**src/rtl/mem_bus_if_if.sv**
```systemverilog
// Memory-side port of the datapath bus interface: latched address/data,
// read/write strobes, and the wait-state handshake returned by memory.
interface mem_bus_if_if #(
    parameter int WIDTH = 8
) ();
    logic [WIDTH-1:0] mem_adr;
    logic [WIDTH-1:0] mem_wdata;
    logic             mem_re;
    logic             mem_we;
    logic [WIDTH-1:0] mem_rdata;
    logic             mem_ready;

    modport master (
        output mem_adr, mem_wdata, mem_re, mem_we,
        input  mem_rdata, mem_ready
    );

    modport slave (
        input  mem_adr, mem_wdata, mem_re, mem_we,
        output mem_rdata, mem_ready
    );
endinterface

```
**src/rtl/mem_bus_if.sv**
```systemverilog
// Bridges datapath read/write requests onto a wait-state tolerant memory port.
// Latency: request cycle 0, zero-wait memory answers cycle 1, data/stall release cycle 2.
// Backpressure: stall holds the controller until completion, timeout or illegal request.
module mem_bus_if #(
    parameter int WIDTH    = 8,
    parameter int WAIT_MAX = 15
) (
    input  logic             clk,
    input  logic             reset,
    input  logic             req_rd,
    input  logic             req_wr,
    input  logic [WIDTH-1:0] mar,
    input  logic [WIDTH-1:0] writedata,
    output logic [WIDTH-1:0] memdata,
    output logic             stall,
    output logic             bus_err,
    mem_bus_if_if.master     mem
);

    localparam logic [1:0] IDLE   = 2'd0;
    localparam logic [1:0] ACCESS = 2'd1;
    localparam logic [1:0] DONE   = 2'd2;
    localparam logic [1:0] ERR    = 2'd3;

    logic [1:0] state;
    logic [7:0] wait_cnt;
    logic       is_rd;

    always_comb begin
        stall = 1'b0;
        if (state == ACCESS)
            stall = 1'b1;
        else if (state == IDLE)
            stall = req_rd | req_wr;
    end

    always_ff @(posedge clk) begin
        if (reset) begin
            state         <= IDLE;
            wait_cnt      <= 8'd0;
            is_rd         <= 1'b0;
            memdata       <= '0;
            bus_err       <= 1'b0;
            mem.mem_adr   <= '0;
            mem.mem_wdata <= '0;
            mem.mem_re    <= 1'b0;
            mem.mem_we    <= 1'b0;
        end else begin
            bus_err <= 1'b0;
            case (state)
                IDLE: begin
                    wait_cnt <= 8'd0;
                    if (req_rd ^ req_wr) begin
                        mem.mem_adr   <= mar;
                        mem.mem_wdata <= writedata;
                        mem.mem_re    <= req_rd;
                        mem.mem_we    <= req_wr;
                        is_rd         <= req_rd;
                        state         <= ACCESS;
                    end else if (req_rd & req_wr) begin
                        // Illegal request: flag it without ever touching memory.
                        is_rd   <= 1'b0;
                        bus_err <= 1'b1;
                        state   <= ERR;
                    end
                end
                ACCESS: begin
                    // Completion takes priority over a timeout in the same cycle.
                    if (mem.mem_ready) begin
                        if (is_rd)
                            memdata <= mem.mem_rdata;
                        mem.mem_re <= 1'b0;
                        mem.mem_we <= 1'b0;
                        wait_cnt   <= 8'd0;
                        state      <= DONE;
                    end else if (wait_cnt == 8'(WAIT_MAX - 1)) begin
                        if (is_rd)
                            memdata <= '1;
                        mem.mem_re <= 1'b0;
                        mem.mem_we <= 1'b0;
                        bus_err    <= 1'b1;
                        wait_cnt   <= 8'd0;
                        state      <= ERR;
                    end else begin
                        wait_cnt <= wait_cnt + 8'd1;
                    end
                end
                DONE: begin
                    wait_cnt <= 8'd0;
                    state    <= IDLE;
                end
                default: begin
                    wait_cnt <= 8'd0;
                    state    <= IDLE;
                end
            endcase
        end
    end

endmodule

```
**src/flat_wrapper.sv**
```systemverilog
// flat-port wrapper written by rule: the top's interface ports become plain ports
module mem_bus_if_flat 
#(
    parameter int WIDTH    = 8,
    parameter int WAIT_MAX = 15
)
  (clk, reset, req_rd, req_wr, mar, writedata, memdata, stall, bus_err, mem_mem_adr, mem_mem_wdata, mem_mem_re, mem_mem_we, mem_mem_rdata, mem_mem_ready);
  mem_bus_if_if #(.WIDTH(WIDTH)) mem_i ();
  input  logic clk;
  input  logic reset;
  input  logic req_rd;
  input  logic req_wr;
  input  logic [WIDTH-1:0] mar;
  input  logic [WIDTH-1:0] writedata;
  output logic [WIDTH-1:0] memdata;
  output logic stall;
  output logic bus_err;
  output wire logic [$bits(mem_i.mem_adr)-1:0] mem_mem_adr;
  output wire logic [$bits(mem_i.mem_wdata)-1:0] mem_mem_wdata;
  output wire logic [$bits(mem_i.mem_re)-1:0] mem_mem_re;
  output wire logic [$bits(mem_i.mem_we)-1:0] mem_mem_we;
  input wire logic [$bits(mem_i.mem_rdata)-1:0] mem_mem_rdata;
  input wire logic [$bits(mem_i.mem_ready)-1:0] mem_mem_ready;
  assign mem_mem_adr = mem_i.mem_adr;
  assign mem_mem_wdata = mem_i.mem_wdata;
  assign mem_mem_re = mem_i.mem_re;
  assign mem_mem_we = mem_i.mem_we;
  assign mem_i.mem_rdata = mem_mem_rdata;
  assign mem_i.mem_ready = mem_mem_ready;
  mem_bus_if #(.WIDTH(WIDTH), .WAIT_MAX(WAIT_MAX)) u_core (.clk(clk), .reset(reset), .req_rd(req_rd), .req_wr(req_wr), .mar(mar), .writedata(writedata), .memdata(memdata), .stall(stall), .bus_err(bus_err), .mem(mem_i));
endmodule
```
**config.mk**
```make
export PLATFORM = sky130hd
export DESIGN_NAME = mem_bus_if_flat
export DESIGN_NICKNAME = d
export VERILOG_FILES = /design/src/rtl/mem_bus_if_if.sv /design/src/rtl/mem_bus_if.sv /design/src/flat_wrapper.sv
export SDC_FILE = /design/constraint.sdc
export NUM_CORES = 1
export LEC_CHECK = 0
export CAP_MARGIN = 40
export CORE_MARGIN = 5
export CORE_UTILIZATION = 44
export DETAILED_ROUTE_END_ITERATION = 10
export PLACE_DENSITY = 0.83
export REMOVE_ABC_BUFFERS = 1
export SKIP_LAST_GASP = 1
export SLEW_MARGIN = 20
export SYNTH_ARGS = -nofsm -noshare
export SYNTH_HDL_FRONTEND = slang
export SYNTH_SLANG_ARGS = --single-unit
```
**constraint.sdc**
```tcl
create_clock -name clk -period 1.9 [get_ports clk]
set_input_delay 0.19 -clock clk [delete_from_list [all_inputs] [get_ports clk]]
set_output_delay 0.19 -clock clk [all_outputs]
set_load 0.05 [all_outputs]
```
==> results of run 1 <==
-- tightest hold or removal path: stages --
cell	delay, ns
clkdlybuf4s50_1	0.40
nand2_1	0.06
a21oi_1	0.05
-- layout make-up --
type	count	share of cell area, %
clock buffer	6	3.47
inverter	14	2.21
multi-input combinational	123	32.7
sequential	38	31.9
tap	48	2.52
timing repair buffer	66	27.1
-- placed cells by master, fill, tap and decap left out, drive strengths merged --
master and count:
nor3 1, nand4 2, nand3 7, nor4 1, nand4b 1, a21oi 21, nor3b 1, a31oi 2
o22ai 8, nand2b 1, a211oi 9, inv 14, a2111o 1, mux2i 1, clkbuf 6, or3b 1
or4 2, o2111ai 2, or3 3, o32ai 1, buf 11, dfxtp 38, xor2 2, ha 6
and3 1, xnor2 1, clkdlybuf4s50 55, nor2 7, a2111oi 1, and3b 1, nand2 36, o21ai 3
-- per-stage QoR --
step	util [%]	setup slack (ns)	instances	hold WS [ns]
floorplan	-	0.314	175	0.259
finish	65.5	0.226	295	0.449
global route	65.5	0.180	295	0.452
global placement	63.3	0.0306	289	0.442
detailed placement	63.3	-0.0332	289	0.450
CTS	65.5	0.225	295	0.440
-- final timing paths --
check	end	from	slack, ns	cells past startpoint
max reg2reg	u_core.wait_cnt[6]	u_core.wait_cnt[0]	0.39	5
min reg2reg	u_core.mem.mem_adr[6]	u_core.mem.mem_adr[6]	0.46	2
max	memdata[1]	u_core.memdata[1]	0.23	1
min	u_core.mem.mem_wdata[7]	writedata[7]	0.45	3
-- cells by family (layout without fill, tap and decap cells) --
group           count (synthesis)  count (layout)  synth area share [%]
flops                          38              38                  46.3
xor+xnor                        3               3                  1.60
compound gates                 48              48                  19.6
buf+inv                        24              86                  6.32
mux                             1               1                 0.609
simple gates                   65              65                  21.1
fa+ha+maj                       6               6                  4.57
-- power groups by stage --
stage	Sequential (uW)	Clock (uW)	Combinational, uW
global route	882	585	499
floorplan	1020	0	127
CTS	876	558	468
detailed placement	894	0	466
finish	876	534	465
global placement	893	0	462
-- state kept, by name, indices dropped and copies added, names as in the netlist --
register	count
u_core.is_rd	1
u_core.mem.mem_we	1
u_core.memdata	8
u_core.mem.mem_adr	8
u_core.wait_cnt	8
u_core.bus_err	1
u_core.state	2
u_core.mem.mem_wdata	8
u_core.mem.mem_re	1
-- synthesized netlist by cell type (2+ instances only) --
| cell type | n | area, sq um |
|---|---|---|
| nor2_2 | 3 | 18.8 |
| o21ai_0 | 3 | 15.0 |
| a21oi_1 | 17 | 85.1 |
| a21oi_2 | 4 | 35.0 |
| a211oi_1 | 9 | 67.6 |
| ha_1 | 6 | 75.1 |
| or3_1 | 3 | 18.8 |
| nand2_1 | 36 | 135 |
| or4_1 | 2 | 15.0 |
| a31oi_1 | 2 | 12.5 |
| inv_1 | 14 | 52.6 |
| clkbuf_1 | 4 | 15.0 |
| buf_2 | 5 | 25.0 |
| nand4_1 | 2 | 12.5 |
| nor2_1 | 4 | 15.0 |
| o2111ai_1 | 2 | 17.5 |
| nand3_1 | 7 | 35.0 |
| o22ai_1 | 8 | 50.1 |
| xor2_1 | 2 | 17.5 |
| dfxtp_1 | 38 | 761 |
-- metal layers --
| layer | track usage, % | vias up | part of all wire [%] |
|---|---|---|---|
| met1 | 19.9 | 675 | 46 |
| met3 | 5.97 | 9 | 6.2 |
| met5 | 0 | - | 0 |
| li1 | - | 772 | - |
| met4 | 6.89 | 0 | 2.1 |
| met2 | 24.2 | 33 | 45 |
==> impl_metrics.csv, run 1 <==
group,metric,value,unit
pwr,leakagePower,0.000840,uW
final_layout,fillCellCount,314,
pwr,p_comb_share,24.8,%
pwr,power,1870,uW
sta,min_period,1.67,ns
pwr,power.density,787,nW/um^2
drt,post_drt_via_cell_ratio,5.05,
global_route,grt_max_degree,26,
final_layout,multi_input_area,779,sq um
worst_setup_path,crit_slowest_cell,"clkdlybuf4s50_1",
sta,setup_viol,0,
die,fp.coreArea,3630,sq um
sta,fin_crit_sh,88.1,%
final_layout,diodes,0,
worst_setup_path,cpPeakStageDelay,0.83,ns
cts,cts_buffer_depth,2,
pwr,internal_power,1320,uW
die,initial_core_util,45.2,%
cts,cts-root-buf,"clkbuf_8",
synthesis,synth_ff_type,"dfxtp_1",
synthesis,syn_avg_cell_area,8.89,sq um
pwr,switching_share,29.7,%
cts,cts.sinks,38,
cts,clk_pin_slew,0.07,ns
die,die_w,71.1,um
pwr,p_switching,556,uW
die,dieArea,5060,sq um
final_layout,syn_to_final_growth,44.8,%
synthesis,synthDistinctLibCells,34,
worst_setup_path,cp-start-kind,"flop",
placement,place_area,2300,sq um
worst_setup_path,critPathTopFamily,"buffers and inverters",
worst_setup_path,path_cells,"clkdlybuf4s50_1",
sta,skew,0.00323,ns
sta,finalHoldViolCount,0,
global_route,grt_pass1_vias,1444,
drt,vias,1489,
drt,drt_wl_total,3740,um
sta,rsz0062_at_grt,"no",
placement,portBuffers,56,
status,status,"finished, final reports clean",
drt,drt.antenna.violating_nets,0,
drt,first_pass_iters,4,
worst_setup_path,cp_max_fo,3,
synthesis,ys_seq_elements,38,
synthesis,syn_area,1640,sq um
sta,fmax,0.597,GHz
sta,finalSetupTns,0,ns
die,fp.dieH,71.1,um
global_route,overflow,0,
synthesis,ys_seq_area_share,46.3,%
final_layout,stdcell_area,2380,sq um
placement,place.detailed.hpwl,2770,um
sta,worst_pin_slew,0.518,ns
worst_setup_path,critPathBufInv,1,
sta,relSlewSlack,65.4,%
global_route,grt_pass1_wl,6440,um
synthesis,syn_inst,185,
pwr,peakVddDrop,409,uV
drt,drt-wirelength-per-cell,12.7,um
worst_setup_path,timing_worst_setup_path_type,"reg2out",
global_route,grt_use_total,15.8,%
final_layout,fin_nets,283,
drt,drtIter0Drc,110,
placement,gp_congestion,0.790,
synthesis,ys_warn_count,0,
worst_setup_path,endpoint_kind,"primary output",
final_layout,layout-drive-gt1-share,11.7,%
min_path,hold_path_class,"in2reg",
synthesis,synth-edff-count,0,
pwr,power_frac_clock,28.5,%
worst_setup_path,arrival,1.48,ns
die,row_count,22,
global_route,antenna_found_initial,0,
cts,clock_latency,0.29,ns
cts,numCtsBuffers,5,
cts,cts_max_level,2,
synthesis,synthArstFlopShare,0,%
drt,drc,0,
cts,hold_buffers,0,
worst_setup_path,cp.required,1.71,ns
sta,slew_violations,0,
pwr,seqPwrFrac,46.7,%
cts,cts_setup_buffers,0,
final_layout,ff_latch_area,761,sq um
cts,tritoncts,"yes",
cts,cts.repair.resized,0,
die,io_pins,57,
flow_run,drv_cap,0,
No activity file was read; power rests on OpenSTA's default activity.
==> run 2: changes to the inputs <==
- HOLD_SLACK_MARGIN: not set -> 0.08
==> results of run 2 <==
Final layout, timing and power as in run 1 (identical DEF).
==> run 3: changes to the inputs <==
- CORE_MARGIN: 5 -> 1.5
- CTS_CLUSTER_SIZE: not set -> 10
- clock period: 1.9 -> 1.54 ns (I/O delays scaled with it)
==> run 3 against run 2 <==
Hold slack lost 0.16 ns. Global-route usage is 2.9 points higher. Via count is 2.8% higher. Highest routed layer unchanged. Register-to-register slack got worse by 0.30 ns. Critical path type is now reg2reg.
==> impl_metrics.csv, run 3 (same netlist as run 1, synthesis figures left out) <==
group,metric,value,unit
drt,drtIter0Drc,70,
drt,drt-wirelength-per-cell,12.0,um
worst_setup_path,critPathTopFamily,"compound AO/OA/AOI/OAI gates",
cts,cts.sinks,38,
sta,skew,0.00410,ns
worst_setup_path,r2r.worst_path.cells,5,
worst_setup_path,arrival,1.68,ns
cts,numCtsBuffers,5,
min_path,hp-start,"req_wr",
min_path,hold_path_class,"in2reg",
sta,setup_viol,0,
global_route,grt_pass1_wl,6060,um
worst_setup_path,r2r_start,"u_core.wait_cnt[0]",
cts,clk_pin_slew,0.07,ns
cts,tritoncts,"yes",
global_route,antenna_found_initial,0,
final_layout,diodes,0,
worst_setup_path,critPathBufInv,1,
status,status,"finished, final reports clean",
final_layout,fin_nets,289,
sta,worst_pin_slew,0.398,ns
global_route,grt_use_total,18.8,%
die,dieArea,4110,sq um
placement,gp_congestion,0.889,
worst_setup_path,path_depth,5,
worst_setup_path,timing.rr.end,"u_core.wait_cnt[7]",
placement,portBuffers,56,
worst_setup_path,endpoint_kind,"flop",
sta,relSlewSlack,73.4,%
die,fp.dieH,64.1,um
pwr,peakVddDrop,490,uV
final_layout,syn_to_final_growth,45.2,%
final_layout,stdcell_area,2390,sq um
worst_setup_path,r2r_slack,0.09,ns
drt,vias,1530,
min_path,min_path_cells,4,
drt,drc,0,
final_layout,layout-drive-gt1-share,26.0,%
pwr,power,2300,uW
cts,cts_buffer_depth,2,
die,io_pins,57,
worst_setup_path,cp-start-kind,"flop",
pwr,power.density,961,nW/um^2
worst_setup_path,timing_worst_setup_path_type,"reg2reg",
global_route,grt_pass1_vias,1408,
drt,drt_wl_total,3630,um
placement,place_area,2280,sq um
sta,fin_crit_sh,94.5,%
min_path,hold_end,"u_core.mem.mem_we",
drt,first_pass_iters,4,
cts,cts-root-buf,"clkbuf_8",
cts,cts_max_level,2,
global_route,grt_max_degree,27,
worst_setup_path,cp_max_fo,8,
die,fp.coreArea,3630,sq um
sta,slew_violations,0,
sta,finalHoldViolCount,0,
die,row_count,22,
sta,min_period,1.45,ns
die,initial_core_util,45.2,%
die,die_w,64.1,um
placement,place.detailed.hpwl,2710,um
flow_run,drv_cap,0,
drt,drt.antenna.violating_nets,0,
worst_setup_path,path_cells,"inv_1, ha_2, and3_4, a2111o_4, a21oi_2",
worst_setup_path,crit_slowest_cell,"a2111o_4",
worst_setup_path,cp.required,1.76,ns
drt,post_drt_via_cell_ratio,5.07,
sta,fmax,0.687,GHz
global_route,overflow,0,
cts,clock_latency,0.28,ns
sta,rsz0062_at_grt,"no",
worst_setup_path,cpPeakStageDelay,0.53,ns
final_layout,final_cell_mix,"buf_4 (41), dfxtp_1 (38), nand2_1 (36)",
final_layout,final_common_cell,"buf_4",
pwr,leakagePower,0.000940,uW
[run 3: changes by cell type in the layout (fill, tap and decap cells not counted), sizes merged]
cell / change
clkdlybuf4s50: -29
dlymetal6s2s: +2
buf: +33
clkbuf: +1
[run 3: worst register-to-register path, stage by stage, from the launching register on]
cell and delay (ns):
dfxtp_1 0.32, inv_1 0.04, ha_2 0.18, and3_4 0.19, a2111o_4 0.53, a21oi_2 0.12
[run 3: power by group]
| part | leakage (uW) | internal, uW | total, uW | switching, uW |
|---|---|---|---|---|
| logic | 0.000592 | 257 | 595 | 338 |
| registers | 0.000309 | 1040 | 1080 | 43.8 |
| clock network | 0.0000383 | 311 | 619 | 308 |
| total | 0.000940 | 1610 | 2300 | 690 |
[run 3: worst max path at each step]
stage,from,to,slack (ns)
final,u_core.wait_cnt[0],u_core.wait_cnt[7],0.09
after global routing,u_core.state[0],stall,0.02
after CTS,u_core.wait_cnt[0],u_core.wait_cnt[5],0.02
after detailed placement,req_wr,u_core.mem.mem_adr[2],-0.35
after global placement,req_wr,u_core.mem.mem_adr[0],-0.30
after floorplan,u_core.state[0],stall,-0.01
[run 3: cell type report]
type	instances	area [sq um]
inverter	14	52.6
sequential	38	761
fill	320	1250
tap	48	60.1
timing repair buffer	72	644
clock buffer	7	76.3
multi-input combinational	123	793
[run 3: repair_timing]
item	in CTS	in global routing
gates resized for setup	2	6
setup buffers	0	1
hold buffers	0	0
pin swaps	0	2
endpoints found under the setup margin	17	27
[run 3: per-stage QoR]
stage / TNS [ns] / util (%) / std cells / setup WS (ns) / hold WS (ns)
after floorplan: -0.0101 / - / 175 / -0.0101 / 0.223
after global placement: -5.52 / 62.8 / 294 / -0.300 / 0.443
after detailed placement: -6.16 / 62.8 / 294 / -0.346 / 0.448
after CTS: 0 / 65.0 / 301 / 0.0178 / 0.403
after global routing: 0 / 65.7 / 302 / 0.0231 / 0.309
final: 0 / 65.7 / 302 / 0.0854 / 0.293
[run 3: per-layer routing]
layer | GRT usage, % | routed length (um) | part of all wire (%) | up-vias
met1 | 22.3 | 1590 | 44 | 705
met4 | 7.71 | 51 | 1.4 | 0
met5 | 0 | 0 | 0 | -
met2 | 30.7 | 1750 | 48 | 40
li1 | - | - | - | 779
met3 | 6.69 | 236 | 6.5 | 6
